`src/rtl/clk_domain_sequencer.sv`:
```
// Sequences the divided 2f (/4) and f (/8) clock domains off clk8f: warm-up, run, and a drain
// that always stops on a whole f period.
module clk_domain_sequencer #(
  parameter int unsigned WARMUP = 16
) (
  input  logic       clk8f,
  input  logic       reset_L,
  input  logic       run_req,
  input  logic       stop_req,
  output logic       ready,
  output logic       running,
  output logic [2:0] phase,
  output logic       ce2f,
  output logic       cef,
  output logic       clk2f_lvl,
  output logic       clkf_lvl,
  output logic [7:0] frame_cnt,
  output logic [1:0] state
);

  typedef enum logic [1:0] {
    StIdle   = 2'd0,
    StWarmup = 2'd1,
    StRun    = 2'd2,
    StDrain  = 2'd3
  } state_e;

  // The counter is loaded with WARMUP-1 so that reaching zero marks the last warm-up cycle.
  localparam logic [7:0] WarmupLoad = 8'(WARMUP - 1);

  state_e     state_q, state_d;
  logic [2:0] phase_q, phase_d;
  logic [7:0] wcnt_q, wcnt_d;
  logic [7:0] frame_q, frame_d;

  logic       active;
  logic       last_phase;

  assign active     = (state_q == StRun) || (state_q == StDrain);
  assign last_phase = (phase_q == 3'd7);

  always_ff @(posedge clk8f or negedge reset_L) begin
    if (!reset_L) begin
      state_q <= StIdle;
      phase_q <= 3'd0;
      wcnt_q  <= 8'd0;
      frame_q <= 8'd0;
    end else begin
      state_q <= state_d;
      phase_q <= phase_d;
      wcnt_q  <= wcnt_d;
      frame_q <= frame_d;
    end
  end

  always_comb begin
    state_d = state_q;
    phase_d = phase_q;
    wcnt_d  = wcnt_q;
    frame_d = frame_q;

    unique case (state_q)
      StIdle: begin
        phase_d = 3'd0;
        // A simultaneous stop request vetoes the start.
        if (run_req && !stop_req) begin
          state_d = StWarmup;
          wcnt_d  = WarmupLoad;
          frame_d = 8'd0;
        end
      end

      StWarmup: begin
        phase_d = 3'd0;
        if (stop_req) begin
          state_d = StIdle;
          wcnt_d  = 8'd0;
        end else if (wcnt_q == 8'd0) begin
          state_d = StRun;
        end else begin
          wcnt_d = wcnt_q - 8'd1;
        end
      end

      StRun, StDrain: begin
        phase_d = phase_q + 3'd1;
        if (last_phase) begin
          frame_d = frame_q + 8'd1;
        end
        if (state_q == StRun) begin
          if (stop_req) begin
            state_d = last_phase ? StIdle : StDrain;
          end
        end else if (last_phase) begin
          state_d = StIdle;
        end
        // Leaving the active states always lands on phase 0, even if the wrap logic changes.
        if (state_d == StIdle) begin
          phase_d = 3'd0;
        end
      end

      default: begin
        state_d = StIdle;
        phase_d = 3'd0;
        wcnt_d  = 8'd0;
      end
    endcase
  end

  always_comb begin
    ready     = (state_q == StIdle);
    running   = active;
    phase     = phase_q;
    ce2f      = active && (phase_q[1:0] == 2'b11);
    cef       = active && last_phase;
    clk2f_lvl = active ? ~phase_q[1] : 1'b1;
    clkf_lvl  = active ? ~phase_q[2] : 1'b1;
    frame_cnt = frame_q;
    state     = state_q;
  end

endmodule

```
`config.mk`:
```
export PLATFORM = sky130hd
export DESIGN_NAME = clk_domain_sequencer
export DESIGN_NICKNAME = d
export VERILOG_FILES = /design/src/rtl/clk_domain_sequencer.sv
export SDC_FILE = /design/constraint.sdc
export NUM_CORES = 1
export LEC_CHECK = 0
export CAP_MARGIN = 5
export CORE_MARGIN = 2
export CORE_UTILIZATION = 51
export DETAILED_ROUTE_END_ITERATION = 6
export GPL_TIMING_DRIVEN = 0
export PLACE_DENSITY = 0.78
export REMOVE_ABC_BUFFERS = 1
export SYNTH_ARGS = -nofsm -noshare
export SYNTH_HDL_FRONTEND = slang
export SYNTH_SLANG_ARGS = --single-unit
```
`constraint.sdc`:
```
create_clock -name clk8f -period 2.09 [get_ports clk8f]
set_clock_uncertainty 0.05 [all_clocks]
set_input_delay 0.418 -clock clk8f [delete_from_list [all_inputs] [get_ports clk8f]]
set_output_delay 0.418 -clock clk8f [all_outputs]
set_load 0.02 [all_outputs]
```
-- Word-level counts from Yosys, hierarchy flattened
Cells that the tools add are included.
W data, S select, Z words.
- flip-flop bits (word level): 21
- input bits: 4
- output and inout port bits: 19
- logic and storage cells: 53
- add/sub/neg operators: 3
- eq/ne operators: 9
- muxes and demuxes: 20
- bitwise logic cells: 2
- reductions and logical operators: 15
- operators with widths (cell ; count):
    $mux W8 ; 5
    $pmux W8 S2 ; 2
    $mux W2 ; 8
    $add A8 B1 Y8 const B ; 1
    $logic_not A8 Y1 ; 1
    $sub A8 B1 Y8 const B ; 1
    $eq A2 B2 Y1 const B ; 3
    $ne A3 B3 Y1 const B ; 2
    $pmux W2 S3 ; 1
    $pmux W3 S2 ; 1
    $reduce_and A3 Y1 ; 2
    $logic_not A2 Y1 ; 2
    $reduce_bool A2 Y1 ; 2
    $reduce_or A2 Y1 ; 2
    $add A3 B1 Y3 const B ; 1
    $eq A3 B3 Y1 const B ; 1
    $logic_and A1 B1 Y1 ; 3
    $mux W3 ; 1
    $eq A2 B1 Y1 const B ; 1
    $mux W1 ; 2
    $ne A2 B1 Y1 const B ; 1
    $ne A2 B2 Y1 const B ; 1
    $not A1 Y1 ; 2
    $reduce_and A2 Y1 ; 1
    2 further kinds ; 2

-- Longest topological paths before layout
- depth in word-level cells: 8
- gate-level depth with buffers: 7

-- Worst setup path before layout
No wires, ideal clock.
- kind: reg-to-reg
- start: reg phase_q[0], in the netlist phase[0]
- end: reg frame_q[7], in the netlist frame_cnt[7]
- library setup time: 0.149 ns
- arrival: 1.740 ns
- required time: 1.891 ns
- setup slack: 0.151 ns
- cell stages (with the launch flop): 8
- clock period less this slack: 1.939 ns
- cell sequence: dfrtp_1 -> ha_1 -> ha_1 -> and2_1 -> clkbuf_1 -> o2111ai_1 -> xor2_1 -> nor2_1
- longest elaborated chain between the ends: 3
- ends and longest elaborated chain (item ; RTL line ; source):
    from (decl) ; 32 ; logic [2:0] phase_q, phase_d;
    from (signal assigned) ; 50 ; phase_q <= phase_d;
    $eq A3 B3 Y1 ; 40 ; assign last_phase = (phase_q == 3'd7);
    $ne A2 B2 Y1 (no source line) ; - ;
    $reduce_and A3 Y1 (no source line) ; - ;
    to (signal assigned) ; 52 ; frame_q <= frame_d;
    to (decl) ; 34 ; logic [7:0] frame_q, frame_d;
Every way passes these cells.
A chain may end at the register's enable or synchronous reset.

-- Final worst setup path
- start: reg state_q[1], in the netlist state[1]
- end: out clk2f_lvl
- longest elaborated chain between the ends: 3
- elaborated cells between the ends (all ways): 4
- those cells by class: 2 x eq/ne; 1 x mux; 1 x reduce/logical
- ends and longest elaborated chain (item ; RTL line ; source):
    from (decl) ; 31 ; state_e state_q, state_d;
    from (signal assigned) ; 44 ; state_q <= StIdle;
    from (signal assigned) ; 49 ; state_q <= state_d;
    $eq A2 B2 Y1 ; 39 ; assign active = (state_q == StRun) || (state_q == StDrain);
    $logic_or A1 B1 Y1 * ; 39 ;
    $mux W1 * ; 117 ; clk2f_lvl = active ? ~phase_q[1] : 1'b1;
    to (decl) ; 15 ; output logic clk2f_lvl,
Every way passes the cells marked *; elsewhere a longest branch is shown, timed or not.

==> flow_metrics.py <==
metrics = {
    "logic_synthesis": {
        "synthDistinctLibCells": 42,
        "syn_area_per_cell_um2": 9.82,
        "yosys.area_share.simple_pct": 24.5,
        "yosys_warnings": 0,
        "synth_top_family_by_area": "simple AND/OR/NAND/NOR gates",
        "synth_area_um2": 1220,
        "synth_seq_cells": 21,
        "synthMuxAreaShare_pct": 1.75,
        "synth_compound_area_share_pct": 18.4,
        "synth_xor_area_share_pct": 4.32,
        "synth_adder_area_share_pct": 5.14,
        "ys_seq_area_share_pct": 43.2,
        "synthArstFlopShare_pct": 100,
        "synth_cells": 124,
        "synth_edf_count": 0,
        "synth-main-ff-cell": "dfrtp_1",
    },
    "detailed_routing": {
        "drt-initial-drc-count": 19,
        "ant_nets": 0,
        "vias_per_cell": 5.55,
        "drt_wl_total_um": 2480,
        "wire_per_inst_um": 14.3,
        "routed-via-count": 961,
        "drcViolationCount": 0,
        "dr.pass1.iters": 4,
    },
    "power_and_ir_drop": {
        "leakagePower_nw": 0.659,
        "pwr-share-clk_pct": 14.0,
        "finalPower_w": 0.00140,
        "p_comb_share_pct": 41.2,
        "internal-power_w": 0.000836,
        "switching_share_pct": 40.2,
        "powerDensity_nw_per_um2": 940,
        "power_frac_seq_pct": 44.8,
        "peakVddDrop_v": 0.000660,
        "power.switching_w": 0.000563,
    },
    "critical_path": {
        "cp_slowest_cell": "clkdlybuf4s50_1",
        "cp_cell_sequence": "nand2_1, clkdlybuf4s50_1",
        "startpoint_type": "flop",
        "cpPeakStageDelay_ns": 0.60,
        "critPathKind": "reg -> out",
        "end_kind": "output port",
        "cp.arrival_ns": 1.54,
        "worst-endpoint-required_ns": 1.62,
        "crit_fanout": 16,
    },
    "finish": {
        "final_common_cell": "dfrtp_1",
        "final_core_util_pct": 66.6,
        "nets": 155,
        "num-fill-cells": 188,
        "synthToLayoutAreaGrowth_pct": 22.2,
        "diodes": 0,
        "drive_gt1_share_pct": 13.1,
        "final_cell_mix": "dfrtp_1, clkdlybuf4s50_1, nor2_1",
    },
    "clock_network": {
        "cts-buffers-inserted": 3,
        "cts_max_level": 1,
        "cts_sinks": 21,
        "clock_latency_ns": 0.30,
        "ctsHoldBuffers": 0,
        "cts_tree": "done",
        "root_buffer": "clkbuf_4",
        "clk_pin_slew_ns": 0.11,
        "clock_path_buffers": 2,
    },
    "die": {
        "die_height_um": 52.9,
        "row_count": 17,
        "ios": 23,
        "initial_core_util_pct": 54.5,
        "die_w_um": 52.9,
        "dieArea_um2": 2790,
        "core_area_um2": 2230,
    },
    "grt": {
        "grt_pass1_wl_um": 4040,
        "grt.total_usage_pct": 19.9,
        "antenna_found_initial": 0,
        "grt_max_degree": 22,
        "gr-total-overflow": 0,
        "first_global_vias": 866,
    },
    "sta": {
        "max_freq_mhz": 498,
        "worst_slew_pin_slew_ns": 0.953,
        "period_share_pct": 96.0,
        "grt_setup_unrepaired": "no",
        "finalHoldViolations": 0,
        "slew_violations": 0,
        "min_period_ns": 2.01,
        "finalHoldWorstSlack_ns": 0.421,
        "relSlewSlack_pct": 36.2,
        "setup_viol": 0,
    },
    "place": {
        "port_buffers": 22,
        "gp_congestion": 0.834,
        "dpl.hpwl_um": 1760,
    },
    "hold_path": {
        "hold_class": "reg -> reg",
    },
    "run": {
        "drv_cap": 0,
    },
    "outcome": {
        "status": "completed",
    },
}
-- cell usage after synthesis, types with 2 or more instances --
cell type / number / share of area, %
a21oi_1: 9 / 3.7
and2_1: 5 / 2.6
and3_1: 2 / 1.0
clkbuf_1: 4 / 1.2
dfrtp_1: 21 / 43
ha_1: 5 / 5.1
inv_1: 4 / 1.2
nand2_1: 9 / 2.8
nand3_1: 2 / 0.82
nor2_1: 14 / 4.3
nor2b_1: 5 / 2.6
o2111ai_1: 2 / 1.4
o211ai_1: 3 / 1.8
o21ai_0: 4 / 1.6
o21ba_1: 2 / 1.6
o22a_2: 2 / 1.6
or2_2: 2 / 1.0
xor2_1: 5 / 3.6
-- repair_timing --
| item | 4_1_cts | 5_1_grt |
|---|---|---|
| gates cloned | 0 | 0 |
| pin swaps | 0 | 0 |
| endpoints found under the setup margin | 16 | 1 |
| gates resized for setup | 12 | 1 |
| buffers inserted | 0 | 0 |
-- metal layers --
layer / share of wire (%) / up-vias / global-route usage, %
li1: - / 484 / -
met1: 48 / 453 / 26.8
met2: 47 / 20 / 32.3
met3: 3.4 / 4 / 2.82
met4: 0.85 / 0 / 7.69
met5: 0 / - / 0
-- cells by family (layout without fill, tap and decap cells) --
group	count (synthesis)	after routing
AO/OA/AOI/OAI	29	29
XOR/XNOR	6	6
adder cells (fa/ha/maj)	5	5
buffers and inverters	9	30
flip-flops	21	21
multiplexers	2	2
AND/OR/NAND/NOR	52	52
-- flip-flops by register name, indices dropped and copies added (netlist names) --
signal and cells:
frame_cnt 8, wcnt_q 8, phase 3, state 2
-- through the flow --
step           setup slack, ns  cell area [um2]  TNS, ns  cells
2_1_floorplan            0.216             1200        0    119
3_3_place_gp            -0.464             1450    -4.86    169
3_5_place_dp            -0.512             1450    -5.46    169
4_1_cts                 0.0207             1490        0    173
5_1_grt                0.00606             1490        0    173
6_report                0.0833             1490        0    173
-- final cells by class --
cell class                      instances  area, um2  share of cell area (%)
Clock buffer                            4       26.3                    1.77
Tap cell                               28       35.0                    2.35
Sequential cell                        21        528                    35.5
Multi-Input combinational cell         94        672                    45.2
Inverter                                4       15.0                    1.01
Timing Repair Buffer                   22        211                    14.2
-- worst max-delay path, delay by kind of cell (launching register included) --
family	cells	cell delay, ns
buffers and inverters	1	0.60
and+or+nand+nor	1	0.10
DFF	1	0.54
-- worst paths after layout --
check / start / to / slack [ns] / cells after the start
max in group asynchronous: reset_L / state[1] / 0.77 / 1
hold reg to reg: phase[0] / phase[0] / 0.42 / 1
setup / recovery: state[1] / clk2f_lvl / 0.08 / 2
hold / removal: phase[0] / phase[0] / 0.42 / 1
setup reg to reg: state[0] / wcnt_q[7] / 0.18 / 4
min in group asynchronous: reset_L / frame_cnt[7] / 0.58 / 1
-- power groups by stage --
stage                     Clock [W]  Combinational, W  Sequential (W)
after floorplan                   0          0.000367        0.000630
after global placement            0          0.000556        0.000612
after detailed placement          0          0.000578        0.000621
after CTS                  0.000203          0.000577        0.000623
after global routing       0.000218          0.000634        0.000644
final                      0.000196          0.000576        0.000626
Power figures use the tool's default switching activity.
